`config.mk`:
```
export PLATFORM = sky130hd
export DESIGN_NAME = ram_bus_arbiter
export DESIGN_NICKNAME = d
export VERILOG_FILES = /design/src/rtl/cpu_types_pkg.sv /design/src/rtl/rr_picker.sv /design/src/rtl/ram_bus_arbiter.sv
export SDC_FILE = /design/constraint.sdc
export NUM_CORES = 1
export LEC_CHECK = 0
export ABC_AREA = 1
export BUFFER_PORTS_ARGS = -buffer_cell sky130_fd_sc_hd__buf_2
export CELL_PAD_IN_SITES_DETAIL_PLACEMENT = 1
export CELL_PAD_IN_SITES_GLOBAL_PLACEMENT = 1
export CORE_AREA = 2 2 171 173
export CTS_CLUSTER_SIZE = 28
export DETAILED_ROUTE_END_ITERATION = 16
export DIE_AREA = 0 0 173 175
export PLACE_DENSITY_LB_ADDON = 0.1
export SLEW_MARGIN = 30
export SYNTH_ARGS = -nofsm -noshare
export SYNTH_HDL_FRONTEND = slang
export SYNTH_SLANG_ARGS = --single-unit
```
`constraint.sdc`:
```
create_clock -name CLK -period 1.7 [get_ports CLK]
set_clock_uncertainty 0.2 [all_clocks]
set_input_delay 0.34 -clock CLK [delete_from_list [all_inputs] [get_ports CLK]]
set_output_delay 0.34 -clock CLK [all_outputs]
set_load 0.05 [all_outputs]
```
`src/rtl/cpu_types_pkg.sv`:
```
// rtl/cpu_types_pkg.sv - shared CPU/RAM types and arbiter constants
package cpu_types_pkg;
  typedef logic [31:0] word_t;
  typedef enum logic [1:0] {FREE, BUSY, ACCESS, ERROR} ramstate_t;
  typedef enum logic [1:0] {IDLE, GRANT, RELEASE} arb_state_t;
  localparam int BURST_WORDS = 2;
endpackage

```
`src/rtl/rr_picker.sv`:
```
// rtl/rr_picker.sv - combinational round-robin priority encoder
module rr_picker #(
  parameter int N  = 2,
  parameter int PW = (N > 1) ? $clog2(N) : 1
) (
  input  logic [N-1:0]  req_i,
  input  logic [PW-1:0] ptr_i,
  output logic [PW-1:0] idx_o,
  output logic          vld_o
);
  always_comb begin
    idx_o = '0;
    vld_o = 1'b0;
    for (int k = 0; k < N; k++) begin
      if (!vld_o && req_i[(int'(ptr_i) + k) % N]) begin
        vld_o = 1'b1;
        idx_o = PW'((int'(ptr_i) + k) % N);
      end
    end
  end
endmodule

```
`src/rtl/ram_bus_arbiter.sv`:
```
// rtl/ram_bus_arbiter.sv - shares one RAM port among per-core icache/dcache requesters
module ram_bus_arbiter
  import cpu_types_pkg::*;
#(
  parameter int CPUS  = 2,
  parameter int BURST = BURST_WORDS,
  localparam int IDW  = $clog2(2*CPUS),
  localparam int PW   = (CPUS > 1) ? $clog2(CPUS) : 1,
  localparam int BW   = $clog2(BURST) + 1
) (
  input  logic               CLK,
  input  logic               nRST,
  input  logic [CPUS-1:0]    iREN,
  input  logic [CPUS*32-1:0] iaddr,
  input  logic [CPUS-1:0]    dREN,
  input  logic [CPUS-1:0]    dWEN,
  input  logic [CPUS*32-1:0] daddr,
  input  logic [CPUS*32-1:0] dstore,
  input  ramstate_t          ramstate,
  input  word_t              ramload,
  output word_t              ramaddr,
  output word_t              ramstore,
  output logic               ramREN,
  output logic               ramWEN,
  output logic [CPUS*32-1:0] iload,
  output logic [CPUS*32-1:0] dload,
  output logic [CPUS-1:0]    iwait,
  output logic [CPUS-1:0]    dwait,
  output logic [IDW-1:0]     gnt_id,
  output logic               gnt_vld
);
  localparam logic [BW-1:0] LAST_BEAT = BW'(BURST - 1);

  arb_state_t     state_q, state_d;
  logic [IDW-1:0] gnt_id_q, gnt_id_d;
  logic           gnt_vld_q, gnt_vld_d;
  logic [PW-1:0]  rr_ptr_q, rr_ptr_d;
  logic [BW-1:0]  beat_cnt_q, beat_cnt_d;

  word_t iaddr_w [CPUS];
  word_t daddr_w [CPUS];
  word_t dstore_w [CPUS];
  for (genvar c = 0; c < CPUS; c++) begin : g_unpack
    assign iaddr_w[c]  = iaddr[c*32 +: 32];
    assign daddr_w[c]  = daddr[c*32 +: 32];
    assign dstore_w[c] = dstore[c*32 +: 32];
  end

  logic [PW-1:0] d_idx, i_idx;
  logic          d_vld, i_vld;

  rr_picker #(.N(CPUS), .PW(PW)) u_pick_d (
    .req_i(dREN | dWEN), .ptr_i(rr_ptr_q), .idx_o(d_idx), .vld_o(d_vld)
  );
  rr_picker #(.N(CPUS), .PW(PW)) u_pick_i (
    .req_i(iREN), .ptr_i(rr_ptr_q), .idx_o(i_idx), .vld_o(i_vld)
  );

  // Requester id is {core, class}; class bit 1 means icache.
  logic [IDW-1:0] win_id;
  logic [PW-1:0]  own_core;
  logic           own_is_i, own_wen, own_ren, own_req, own_beat;
  assign win_id   = d_vld ? {d_idx, 1'b0} : {i_idx, 1'b1};
  assign own_core = gnt_id_q[IDW-1:1];
  assign own_is_i = gnt_id_q[0];
  assign own_wen  = !own_is_i && dWEN[own_core];
  assign own_ren  = own_is_i ? iREN[own_core] : (!dWEN[own_core] && dREN[own_core]);
  assign own_req  = own_wen || own_ren;
  assign own_beat = (state_q == GRANT) && own_req && (ramstate == ACCESS);

  always_ff @(posedge CLK or negedge nRST) begin
    if (!nRST) begin
      state_q    <= IDLE;
      gnt_id_q   <= '0;
      gnt_vld_q  <= 1'b0;
      rr_ptr_q   <= '0;
      beat_cnt_q <= '0;
    end else begin
      state_q    <= state_d;
      gnt_id_q   <= gnt_id_d;
      gnt_vld_q  <= gnt_vld_d;
      rr_ptr_q   <= rr_ptr_d;
      beat_cnt_q <= beat_cnt_d;
    end
  end

  always_comb begin
    state_d    = state_q;
    gnt_id_d   = gnt_id_q;
    gnt_vld_d  = gnt_vld_q;
    rr_ptr_d   = rr_ptr_q;
    beat_cnt_d = beat_cnt_q;
    case (state_q)
      IDLE: begin
        if (d_vld || i_vld) begin
          state_d   = GRANT;
          gnt_id_d  = win_id;
          gnt_vld_d = 1'b1;
        end
      end
      GRANT: begin
        // ERROR and BUSY leave the beat count untouched and keep the lock.
        if (!own_req || (own_beat && beat_cnt_q == LAST_BEAT)) begin
          state_d    = RELEASE;
          gnt_vld_d  = 1'b0;
          beat_cnt_d = '0;
          rr_ptr_d   = (own_core == PW'(CPUS - 1)) ? '0 : own_core + 1'b1;
        end else if (own_beat) begin
          beat_cnt_d = beat_cnt_q + 1'b1;
        end
      end
      RELEASE: state_d = IDLE;
      default: state_d = IDLE;
    endcase
  end

  always_comb begin
    ramaddr  = '0;
    ramstore = '0;
    ramREN   = 1'b0;
    ramWEN   = 1'b0;
    iwait    = '1;
    dwait    = '1;
    if (state_q == GRANT) begin
      ramaddr = own_is_i ? iaddr_w[own_core] : daddr_w[own_core];
      ramREN  = own_ren;
      ramWEN  = own_wen;
      if (!own_is_i) ramstore = dstore_w[own_core];
      if (own_beat) begin
        if (own_is_i) iwait[own_core] = 1'b0;
        else          dwait[own_core] = 1'b0;
      end
    end
  end

  assign iload   = {CPUS{ramload}};
  assign dload   = {CPUS{ramload}};
  assign gnt_id  = gnt_id_q;
  assign gnt_vld = gnt_vld_q;
endmodule

```
-- Yosys cells after proc, flatten, opt, wreduce, memory -nomap -nowiden
Cells that the tools add are included.
- memories kept: 0
- RAM bits: 0
- latch bits: 0
- flip-flop bits (word level): 8
- ROM bits: 0
- input port bits: 234
- logic and storage cells: 104
- magnitude comparators: 5
- shifts and indexed selects: 0
- bitwise operators: 4
- divide/modulo/power cells: 0
- multiplexer cells: 58
- equal/unequal tests: 5
- multiply operators: 0
- reduce and logical (&&, ||, !) cells: 24
- add/subtract/negate cells: 3
- operators by type and width (operator ; count):
    $mux 32 ; 13
    $mux 1 ; 31
    $mux 2 ; 11
    $logic_and 1x1->1 ; 8
    $reduce_and 2->1 ; 4
    $logic_not 1->1 ; 5
    $eq 2x1->1 const B ; 2
    $lt 1x2->1 const B ; 2
    $pmux 2 s2 ; 1
    $reduce_bool 2->1 ; 2
    $logic_or 1x1->1 ; 3
    $lt 2x3->1 const B ; 1
    $reduce_and 3->1 ; 1
    $add 1x1->1 const B ; 2
    $add 2x1->2 const B ; 1
    $eq 2x2->1 const B ; 1
    $ge 2x2->1 const B ; 1
    $logic_not 2->1 ; 1
    $ne 2x1->1 const B ; 1
    $ne 2x2->1 const B ; 1
    $not 1->2 ; 1
    $not 2->2 ; 1
    $or 2x2->2 ; 1
    $pmux 1 s2 ; 1
    3 further kinds ; 3

-- Logic depth before layout (Yosys ltp)
- word-level depth: 12
- mapped depth: 10
- depth with buffers taken out: 9

-- Modules after synthesis
Synthesis repeated with hierarchy kept, for this count alone.
- cells, all modules: 436
- area, all modules: 2795.2 sq um
- modules (own cells, without submodules) (module ; cells an instance ; sequential area each (sq um) ; area an instance (sq um) ; times used):
    ram_bus_arbiter ; 428 ; 200.2 ; 2757.6 ; 1
    rr_picker ; 4 ; 0.0 ; 18.8 ; 2

-- Least setup slack after synthesis
Ideal clock, no wire load.
- path type: register -> output
- start point: register gnt_id_q[1] (netlist: gnt_id[1])
- end point: output port ramaddr[14]
- path slack: -932 ps
- required time: 1160 ps
- cell stages (with the launch flop): 7
- buffers on the path: 3
- arrival: 2092 ps
- cell sequence: dfrtp_1 buf_6 nor2_4 buf_6 buf_4 a22oi_2 a21oi_1
- longest elaborated chain between the ends: 6
- RTL lines (what ; line ; RTL):
    from (decl) ; ram_bus_arbiter.sv:35 ; logic [IDW-1:0] gnt_id_q, gnt_id_d;
    from (signal assigned) ; ram_bus_arbiter.sv:80 ; gnt_id_q <= gnt_id_d;
    $not 1->2 (implied by the code) (*) ; ram_bus_arbiter.sv:125 ; ramaddr = own_is_i ? iaddr_w[own_core] : daddr_w[own_core];
    $mux 32 (implied by the code) (3 in series) ; ram_bus_arbiter.sv:125 ;
    $mux 32 (*) ; ram_bus_arbiter.sv:125 ;
    $mux 32 (*) ; ram_bus_arbiter.sv:124 ; if (state_q == GRANT) begin
    to (decl) ; ram_bus_arbiter.sv:21 ; output word_t ramaddr,
Mark *: on every way between the ends. The rest lies on a longest branch, timed or not. The select of a mux whose other input is x is not followed.

-- Worst setup path in the final report
- start point: register gnt_id_q[0] (netlist: gnt_id[0])
- end point: output port ramaddr[0]
- longest elaborated chain between the ends: 2
- RTL lines (what ; line):
    $mux 32 ; ram_bus_arbiter.sv:125
    $mux 32 ; ram_bus_arbiter.sv:124
No other way between the ends.

==> flow_metrics.py <==
metrics = {
    "grt": {
        "grt.total_usage_pct": 10.3,
        "first_global_vias": 3876,
        "grt_pass1_wl_microns": 24400,
        "grt_max_degree": 31,
        "antenna_found_initial": 1,
        "grt_overflow": 0,
    },
    "layout": {
        "fillers": 3327,
        "ff_latch_area_sq_um": 203,
        "fin_cells": 956,
        "layout-drive-gt1-share_pct": 85.5,
        "final_cell_mix": "buf_2 (204), a22oi_2 (67), nor2_4 (37)",
        "num-nets-final": 807,
        "fin_util_pct": 20.9,
        "area_growth_pct": 113,
        "multiInputGateArea_sq_um": 2380,
        "fin_area_sq_um": 5940,
        "final_common_cell": "buf_2",
    },
    "yosys": {
        "synth_warnings": 0,
        "synth_seq_cells": 8,
        "syn_nets": 637,
        "seq_area_frac_synth_pct": 7.18,
        "synth_top_area_cell": "buf_4",
        "synth_area_leaders": "buf_4 (35%), a22oi_1 (21%), a22oi_2 (7.6%)",
        "synth_cell_type_count": 20,
        "syn_inst": 402,
        "yosysTopAreaCellShare_pct": 35.0,
        "syn_area_per_cell_sq_um": 6.94,
        "synth_area_sq_um": 2790,
    },
    "setup_path": {
        "path_max_fanout": 7,
        "critPathBufInv": 5,
        "crit_chain": "inv_2, buf_6, nor2_4, buf_12, clkbuf_16, a22oi_1, a21oi_4, buf_8",
        "cp_top_family": "buffers and inverters",
        "criticalPathCategory": "reg -> out",
        "cp_data_arrival_time_ns": 1.71,
        "worstSetupStartpointType": "flop",
        "cp-end-kind": "primary output",
        "cp.required_ns": 1.16,
        "cpMaxStageDelayCell": "dfrtp_2",
        "cpPeakStageDelay_ns": 0.41,
    },
    "power_and_ir_drop": {
        "internal-power_mw": 5.38,
        "pwr-share-seq_pct": 2.8,
        "p_sw_mw": 7.30,
        "pwr-share-clk_pct": 3.3,
        "switching_share_pct": 57.5,
        "vdd_ir_drop_max_mv": 0.534,
        "p_leak_nw": 2.48,
        "powerDensity_nw_per_um2": 2140,
        "power_frac_comb_pct": 93.9,
    },
    "route": {
        "routed-wl-met3_microns": 1070,
        "drc_errors": 0,
        "drt_iter0_drc": 71,
        "first_pass_iters": 4,
        "antenna_left": 0,
        "wl_met1_microns": 6680,
        "avgViaCountPerCell": 3.61,
        "routed_wl_microns": 17400,
        "wl_met2_microns": 9420,
        "post_drt_wl_per_cell_microns": 18.2,
        "top_layer": "met4",
        "vias": 3452,
    },
    "clocking": {
        "root_buffer": "clkbuf_16",
        "clk_pin_slew_ns": 0.04,
        "numCtsBuffers": 3,
        "worstSkewPairLatency_ns": 0.24,
        "clockBufferDepth": 2,
        "h-tree-depth": 1,
        "cts_tree": "done",
        "clock_sinks": 8,
    },
    "die": {
        "core_area_sq_um": 28400,
        "die_x_microns": 173,
        "rows": 62,
        "die-area_sq_um": 30300,
        "die_y_microns": 175,
        "start_util_pct": 9.82,
        "ios": 435,
    },
    "hold_path": {
        "hold_class": "in -> async",
    },
    "timing": {
        "rsz0062_at_grt": "true",
        "relSlewSlack_pct": 77.8,
        "setup_viol": 70,
        "worstMarginPinSlew_ns": 0.333,
        "slew_viol_final": 0,
        "fin_crit_ns": 2.25,
        "post-route-period-util_pct": 133,
        "setup_ws_ns": -0.553,
        "fmax_mhz": 444,
        "finalHoldViolCount": 0,
    },
    "status": {
        "status": "finished, violations left",
        "violations": "negative setup slack",
    },
    "placement": {
        "hpwlAfterDp_microns": 12600,
        "dp_slack_ns": -0.427,
        "gp_congestion": 0.752,
        "port_buffers": 274,
        "placedCellCount": 930,
        "placed_area_sq_um": 4640,
    },
    "job": {
        "maxCapViolations": 0,
    },
}
## sequential cells by signal, indices dropped and copies added, names as in the netlist
signal      flops
beat_cnt_q      2
gnt_vld         1
gnt_id          2
state_q         2
rr_ptr_q        1
## metrics by stage
stage	total power, mW	hold WS, ns	TNS, ns
4_1_cts	12.1	0.293	-36.50
5_1_grt	13.3	0.312	-39.34
2_1_floorplan	8.13	-0.156	-21.12
3_3_place_gp	9.54	0.00295	-22.77
3_5_place_dp	9.55	0.00996	-23.60
6_report	12.7	0.287	-33.82
## power by group through the flow
stage          registers (mW)  clock network [mW]  logic (mW)
3_5_place_dp            0.349                   0        9.20
6_report                0.350               0.419        11.9
3_3_place_gp            0.346                   0        9.20
5_1_grt                 0.361               0.446        12.5
2_1_floorplan           0.416                   0        7.71
4_1_cts                 0.350               0.429        11.4
## layout make-up
cell class,count,area share (%)
antenna,1,0.0421
tap,384,8.09
multi-input combinational,217,40.1
timing repair buffer,321,45.2
inverter,21,1.79
clock buffer,4,1.33
sequential,8,3.41
## metal layers
| layer | global-route usage, % | vias up |
|---|---|---|
| li1 | - | 1624 |
| met1 | 11.5 | 1663 |
| met2 | 19.8 | 143 |
| met3 | 2.55 | 22 |
| met4 | 1.84 | 0 |
| met5 | 0 | - |
## cell families after synthesis
| kind of cell | count (synthesis) | share of synthesized area, % |
|---|---|---|
| compound gates | 136 | 36.1 |
| flops | 8 | 7.18 |
| fa+ha+maj | 1 | 0.449 |
| buf+inv | 177 | 44.0 |
| simple gates | 80 | 12.3 |
## path summary, 6_finish.rpt
check / depth (start not counted) / endpoint / slack, ns / from
hold / removal: 2 / rr_ptr_q / 0.29 / nRST
min in group CLK: 2 / rr_ptr_q / 0.31 / rr_ptr_q
hold reg to reg: 2 / rr_ptr_q / 0.31 / rr_ptr_q
setup / recovery: 8 / ramaddr[0] / -0.55 / gnt_id[0]
setup reg to reg: 11 / gnt_vld / 0.01 / gnt_id[1]
max in group asynchronous: 2 / gnt_id[1] / 0.81 / nRST
## Yosys cell counts
master,number
buf_4,130
a22oi_1,79
nor2_1,38
a21oi_1,33
nand2_1,28
a22oi_2,17
inv_1,17
buf_2,12
buf_6,8
dfrtp_1,8
o21ai_0,7
clkbuf_1,6
nand3_1,5
inv_2,4
nand4_1,3
nor2_2,2
nor2_4,2
ha_1,1
nand2_2,1
nand3_2,1
## repair_timing
item | 4_1_cts | 5_1_grt
buffers inserted | 7 | 2
endpoints found under the hold margin | 8 | 0
gates cloned | 5 | 7
gates resized for setup | 175 | 54
pin swaps | 12 | 42
hold buffers | 1 | 0
endpoints found under the setup margin | 70 | 76
## worst reg2reg max path: stages (launching register included)
cell	delay (ns)
dfrtp_2	0.47
nor2_4	0.16
buf_12	0.16
nand2_4	0.06
nand2_4	0.06
nand2_4	0.06
nand3_4	0.10
buf_6	0.13
nand2_8	0.06
nand2_4	0.06
inv_2	0.04
nor2_2	0.06
No activity file was read; power rests on OpenSTA's default activity.
